===== config.mk =====
export PLATFORM = sky130hd
export DESIGN_NAME = simon_round_sequencer
export DESIGN_NICKNAME = d
export VERILOG_FILES = /design/src/rtl/simon_pkg.sv /design/src/rtl/pattern_mem.sv /design/src/rtl/simon_round_sequencer.sv
export SDC_FILE = /design/constraint.sdc
export NUM_CORES = 1
export LEC_CHECK = 0
export ABC_AREA = 0
export BUFFER_PORTS_ARGS = -buffer_cell sky130_fd_sc_hd__buf_4
export CAP_MARGIN = 20
export CORE_ASPECT_RATIO = 2
export CORE_UTILIZATION = 62
export CTS_CLUSTER_DIAMETER = 120
export CTS_CLUSTER_SIZE = 25
export DETAILED_ROUTE_END_ITERATION = 10
export PLACE_DENSITY_LB_ADDON = 0.3
export SLEW_MARGIN = 20
export SYNTH_ARGS = -nofsm -noshare
export SYNTH_HDL_FRONTEND = slang
export SYNTH_HIERARCHICAL = 1
export SYNTH_SLANG_ARGS = --single-unit
export TNS_END_PERCENT = 50

===== constraint.sdc =====
create_clock -name clock -period 3.52 [get_ports clock]
set_input_delay 1.056 -clock clock [delete_from_list [all_inputs] [get_ports clock]]
set_output_delay 1.056 -clock clock [all_outputs]
set_load 0.05 [all_outputs]

===== src/rtl/simon_pkg.sv =====
// Shared definitions for the Simon round sequencer: tile width, tile codes,
// pattern length width and the FSM state encoding.
package simon_pkg;

  localparam int TILE_W = 2;
  localparam int LEN_W  = 7;

  localparam logic [TILE_W-1:0] T0 = 2'd0;
  localparam logic [TILE_W-1:0] T1 = 2'd1;
  localparam logic [TILE_W-1:0] T2 = 2'd2;
  localparam logic [TILE_W-1:0] T3 = 2'd3;

  typedef enum logic [3:0] {
    S_IDLE     = 4'd0,
    S_CLEAR    = 4'd1,
    S_EXTEND   = 4'd2,
    S_PLAY_REQ = 4'd3,
    S_PLAY_GAP = 4'd4,
    S_INPUT    = 4'd5,
    S_ECHO     = 4'd6,
    S_NEXT     = 4'd7,
    S_WIN      = 4'd8,
    S_LOSE     = 4'd9
  } state_t;

endpackage


===== src/rtl/pattern_mem.sv =====
// Pattern storage: one write port, one asynchronous read port.
// Contents are never reset; a new game overwrites entries before reading them.
module pattern_mem
  import simon_pkg::*;
#(
  parameter int DEPTH = 16,
  parameter int AW    = (DEPTH > 1) ? $clog2(DEPTH) : 1
) (
  input  logic              clock,
  input  logic              we_i,
  input  logic [AW-1:0]     waddr_i,
  input  logic [TILE_W-1:0] wdata_i,
  input  logic [AW-1:0]     raddr_i,
  output logic [TILE_W-1:0] rdata_o
);

  logic [TILE_W-1:0] mem_q [DEPTH];

  // Write the new tile at the addressed slot.
  always_ff @(posedge clock) begin
    if (we_i) mem_q[waddr_i] <= wdata_i;
  end

  assign rdata_o = mem_q[raddr_i];

endmodule


===== src/rtl/simon_round_sequencer.sv =====
// Simon game scheduler: grows a random tile pattern one step per round, replays
// it through the graphics request port, checks player presses and echoes the
// correct ones, and declares win or lose.
//
// state    | meaning
// IDLE     | after reset, waiting for start
// CLEAR    | zero length and score for a new game
// EXTEND   | append rnd_tile to the pattern, rewind playback index
// PLAY_REQ | flash mem[idx], wait for gfx_done
// PLAY_GAP | idle gap after a playback flash
// INPUT    | player's turn, waiting for press or timeout
// ECHO     | flash the tile just pressed
// NEXT     | advance index, or finish the round
// WIN      | all MAX_LEN rounds completed
// LOSE     | wrong press or timeout
module simon_round_sequencer
  import simon_pkg::*;
#(
  parameter int MAX_LEN       = 16,
  parameter int GAP_CYCLES    = 25_000_000,
  parameter int INPUT_TIMEOUT = 250_000_000
) (
  input  logic              clock,
  input  logic              resetn,
  input  logic              start,
  input  logic [TILE_W-1:0] rnd_tile,
  input  logic              user_valid,
  input  logic [TILE_W-1:0] user_tile,
  output logic              gfx_req,
  output logic [TILE_W-1:0] gfx_tile,
  input  logic              gfx_done,
  output logic              player_turn,
  output logic [LEN_W-1:0]  round_len,
  output logic [LEN_W-1:0]  score,
  output logic              game_over,
  output logic              game_won
);

  localparam int AW    = (MAX_LEN > 1) ? $clog2(MAX_LEN) : 1;
  localparam int GAP_W = (GAP_CYCLES > 1) ? $clog2(GAP_CYCLES) : 1;
  localparam int TMO_W = (INPUT_TIMEOUT > 1) ? $clog2(INPUT_TIMEOUT) : 1;

  // Both timers count down from (N-1) to zero, so zero is the terminal cycle.
  localparam logic [GAP_W-1:0] GAP_LOAD  = GAP_W'(GAP_CYCLES - 1);
  localparam logic [TMO_W-1:0] TMO_LOAD  = TMO_W'(INPUT_TIMEOUT - 1);
  localparam logic [LEN_W-1:0] MAX_LEN_L = LEN_W'(MAX_LEN);

  state_t state_q, state_d;

  logic [LEN_W-1:0]  len_q, len_d;
  logic [LEN_W-1:0]  idx_q, idx_d;
  logic [LEN_W-1:0]  score_q, score_d;
  logic [GAP_W-1:0]  gap_q, gap_d;
  logic [TMO_W-1:0]  tmo_q, tmo_d;
  logic [TILE_W-1:0] echo_q, echo_d;

  logic [TILE_W-1:0] mem_rdata;
  logic              idx_last;
  logic              press_ok;

  assign idx_last = (idx_q == (len_q - LEN_W'(1)));
  assign press_ok = user_valid && (user_tile == mem_rdata);

  pattern_mem #(
    .DEPTH (MAX_LEN),
    .AW    (AW)
  ) u_pattern_mem (
    .clock   (clock),
    .we_i    (state_q == S_EXTEND),
    .waddr_i (len_q[AW-1:0]),
    .wdata_i (rnd_tile),
    .raddr_i (idx_q[AW-1:0]),
    .rdata_o (mem_rdata)
  );

  // State register.
  always_ff @(posedge clock or negedge resetn) begin
    if (!resetn) state_q <= S_IDLE;
    else         state_q <= state_d;
  end

  // Next-state logic; a press in the timeout terminal cycle takes priority.
  always_comb begin
    state_d = state_q;
    unique case (state_q)
      S_IDLE, S_WIN, S_LOSE: if (start) state_d = S_CLEAR;
      S_CLEAR:    state_d = S_EXTEND;
      S_EXTEND:   state_d = S_PLAY_REQ;
      S_PLAY_REQ: if (gfx_done) state_d = S_PLAY_GAP;
      S_PLAY_GAP: if (gap_q == '0) state_d = idx_last ? S_INPUT : S_PLAY_REQ;
      S_INPUT: begin
        if (user_valid)        state_d = press_ok ? S_ECHO : S_LOSE;
        else if (tmo_q == '0)  state_d = S_LOSE;
      end
      S_ECHO:     if (gfx_done) state_d = S_NEXT;
      S_NEXT: begin
        if (!idx_last)                state_d = S_INPUT;
        else if (len_q == MAX_LEN_L)  state_d = S_WIN;
        else                          state_d = S_EXTEND;
      end
      default:    state_d = S_IDLE;
    endcase
  end

  // Moore output decode from the registered state.
  always_comb begin
    gfx_req     = 1'b0;
    gfx_tile    = T0;
    player_turn = 1'b0;
    game_over   = 1'b0;
    game_won    = 1'b0;
    unique case (state_q)
      S_PLAY_REQ: begin
        gfx_req  = 1'b1;
        gfx_tile = mem_rdata;
      end
      S_ECHO: begin
        gfx_req  = 1'b1;
        gfx_tile = echo_q;
      end
      S_INPUT: player_turn = 1'b1;
      S_WIN:   game_won    = 1'b1;
      S_LOSE:  game_over   = 1'b1;
      default: ;
    endcase
  end

  assign round_len = len_q;
  assign score     = score_q;

  // Datapath next values: length, index, score, timers and echoed tile.
  always_comb begin
    len_d   = len_q;
    idx_d   = idx_q;
    score_d = score_q;
    gap_d   = gap_q;
    tmo_d   = tmo_q;
    echo_d  = echo_q;
    unique case (state_q)
      S_CLEAR: begin
        len_d   = '0;
        score_d = '0;
      end
      S_EXTEND: begin
        len_d = len_q + LEN_W'(1);
        idx_d = '0;
      end
      S_PLAY_REQ: if (gfx_done) gap_d = GAP_LOAD;
      S_PLAY_GAP: begin
        if (gap_q != '0) begin
          gap_d = gap_q - GAP_W'(1);
        end else if (idx_last) begin
          idx_d = '0;
          tmo_d = TMO_LOAD;
        end else begin
          idx_d = idx_q + LEN_W'(1);
        end
      end
      S_INPUT: begin
        if (user_valid)        echo_d = user_tile;
        else if (tmo_q != '0)  tmo_d  = tmo_q - TMO_W'(1);
      end
      S_NEXT: begin
        if (idx_last) begin
          score_d = len_q;
        end else begin
          idx_d = idx_q + LEN_W'(1);
          tmo_d = TMO_LOAD;
        end
      end
      default: ;
    endcase
  end

  // Datapath registers.
  always_ff @(posedge clock or negedge resetn) begin
    if (!resetn) begin
      len_q   <= '0;
      idx_q   <= '0;
      score_q <= '0;
      gap_q   <= '0;
      tmo_q   <= '0;
      echo_q  <= '0;
    end else begin
      len_q   <= len_d;
      idx_q   <= idx_d;
      score_q <= score_d;
      gap_q   <= gap_d;
      tmo_q   <= tmo_d;
      echo_q  <= echo_d;
    end
  end

endmodule

==> reports/summary.txt <==
Reg area - 2964 sq um
register bit count reported by yosys - 112
yosys warns - 6
gr usage total - 28.32%
Async S/R FF share, synth - 71.43%
worst relative slew slack - 48.94%
Max VDD drop - 0.0004414 V
Post-CTS Setup Bufs - 0
I/O pins - 29
FMAX - 0.3051 GHz
# DRC - 0
CP Class - register to output pin
crit path DAT - 2.22 ns
Filler cells - 682
setup TNS - 0 ns
DR pass1 iterations - 5
Std-Cell Rows - 50
Slew Limit Fails - 0
top cells by area, synth - dfrtp_1 33%, edfxtp_1 16%, nor2_1 4.8%, nand2_1 4.7%, o21ai_0 2.4%
root buffer cell - clkbuf_16
die area - 10,270 sq um
Synth area leader - dfrtp_1
Fin. Hold Viols - 0
nets@finish - 649
final WL - 13.70 mm
wire length per cell - 17.82 um
clock tree buffer depth - 2
post-synth cell types - 71
Leak - 2.525 nW
largest net degree at the start of global routing - 81
HPWL after detailed placement - 9.734 mm
Clock Latency Late Sink - 0.35 ns
DRT iter0 DRCs - 363
R2R setup slack - 0.62 ns
port buffer count - 28
CP Max Fanout - 9
final setup violation count - 0
hold_ws - 0.4976 ns
Horiz. Die Dim - 72.15 um
Avg Inst Size Synth - 9.969 sq um
Hold Crit Class - register to register
TritonCTS buffer count - 9
ys flop type - dfrtp_1
CTS sink cnt - 112
top-area cell type share of the netlist area - 32.81%
clock slew at the register clock pins of the worst setup and hold paths - 0.07 ns
syn nets - 627
crit path launch type - register
Tmin final - 3.277 ns
final worst-path cycle share - 93.10%
CP Capture Type - output pin
core area - 9447 sq um
first-pass GRT wire length - 22.27 mm
initial antenna violation count - 0
layout cells sized above 1 - 15.18%
area grow syn2layout - 10.32%
PD cells - 635.6 nW/um^2
vias in the first global route - 4,709
synth cell count leaders - 80 x dfrtp_1, 78 x nor2_1, 76 x nand2_1, 32 x edfxtp_1, 29 x o21ai_0
Multi-input gate area - 2948 sq um
CTS tree - built
Critical Path RT - 2.46 ns
post-synthesis sequential area ratio - 48.56%
Antenna Nets Post-Route - 0
EDFF count, synth - 32
Final GP Congestion - 0.8921
RSZ-0062 raised after global routing - no
skew final - 0.007363 ns
Die Y - 142.3 um
most common cell in the netlist - dfrtp_1
total number of vias - 4,869
GR Overflow Total - 0
Max Cap Violations - 0
Post-Syn Instances - 612
htree depth - 3
Slew @ Worst Pin - 0.7601 ns
# diodes - 0
drt via density - 6.332
Netlist Area Pre-Place - 6101 sq um
Initial Util - 64.58%
status - complete, no violations
-- repair_timing --
| action | in CTS | in global routing |
|---|---|---|
| hold buffers | 0 | 0 |
| resized for setup | 0 | 1 |
| endpoints found under the setup margin | 0 | 1 |
-- layer usage --
metal | wire length [um] | GRT usage [%]
met5 | 0 | 0
met1 | 5119 | 31.21
met4 | 456 | 14.65
met2 | 7642 | 51.99
met3 | 486 | 3.116
-- report_power, final --
group	internal (mW)	leakage (nW)	total, mW	switching, mW
Sequential	1.53	1.22	1.87	0.336
Clock	0.524	0.134	0.986	0.462
Combinational	0.556	1.17	1.42	0.867
Total	2.61	2.53	4.28	1.66
-- cells by family (layout without fill, tap and decap cells) --
family | after synthesis | count (layout) | share of synthesized area [%]
xor gates and xnor gates | 27 | 27 | 3.876
AOI/OAI and AO/OA | 138 | 138 | 16.61
buffers and inverters | 43 | 70 | 3.117
DFF | 112 | 112 | 48.56
and+or+nand+nor | 275 | 275 | 22.85
adders and majority gates | 6 | 6 | 1.230
muxes | 11 | 11 | 3.753
-- worst paths after layout --
path,endpoint,start,cells past startpoint
min,gap_q[0]$_DFFE_PN0P_,gap_q[0]$_DFFE_PN0P_,1
min in group asynchronous,tmo_q[21]$_DFFE_PN0P_,resetn,1
max in group asynchronous,idx_q[0]$_DFFE_PN0P_,resetn,2
max,gfx_tile[0],idx_q[0]$_DFFE_PN0P_,6
min reg2reg,gap_q[0]$_DFFE_PN0P_,gap_q[0]$_DFFE_PN0P_,1
max reg2reg,tmo_q[1]$_DFFE_PN0P_,round_len[2]$_DFFE_PN0P_,7
-- cells in the final DEF (no fill, tap or decap), types with 9 or more instances in the layout --
master	instances
dfrtp_1	79
nor2_1	78
nand2_1	76
buf_4	38
edfxtp_1	32
o21ai_0	29
nor3_1	27
a21oi_1	26
nand3_1	24
inv_1	14
xnor2_1	14
xor2_1	13
a31oi_1	12
o31ai_2	11
clkbuf_16	10
nor4_1	9
a22o_1	9
-- layout make-up --
| cell class | instances | area share [%] |
|---|---|---|
| inverters | 15 | 0.8366 |
| clock inverters | 4 | 0.4276 |
| well taps | 130 | 2.417 |
| repair buffers | 39 | 4.648 |
| multi-input cells | 457 | 43.80 |
| flip-flops and latches | 112 | 44.04 |
| clock buffers | 12 | 3.830 |
-- stage by stage --
step	std cells	power [mW]	utilization (%)	setup WS (ns)	cell area, sq um
2_1_floorplan	612	2.901	-	0.6389	6101
3_3_place_gp	752	3.212	67.91	0.5241	6415
3_5_place_dp	752	3.285	67.91	0.4680	6415
4_1_cts	768	4.272	70.94	0.08883	6701
5_1_grt	769	4.484	71.25	0.09748	6730
6_report	769	4.278	71.25	0.2428	6730
-- critical path, cell delays in order, from the launching register on --
cell and delay (ns):
dfrtp_2 0.52, mux4_2 0.53, a22oi_1 0.22, nand3_1 0.15, a22oi_1 0.19, nor2_1 0.08
buf_4 0.19
-- sequential cells by signal (all words and copies together), names as in the netlist --
register and flops:
score 7, u_pattern_mem/mem_q 32, echo_q 2, round_len 7
idx_q 7, state_q 4, tmo_q 28, gap_q 25
(Power assumes the default switching activity.)
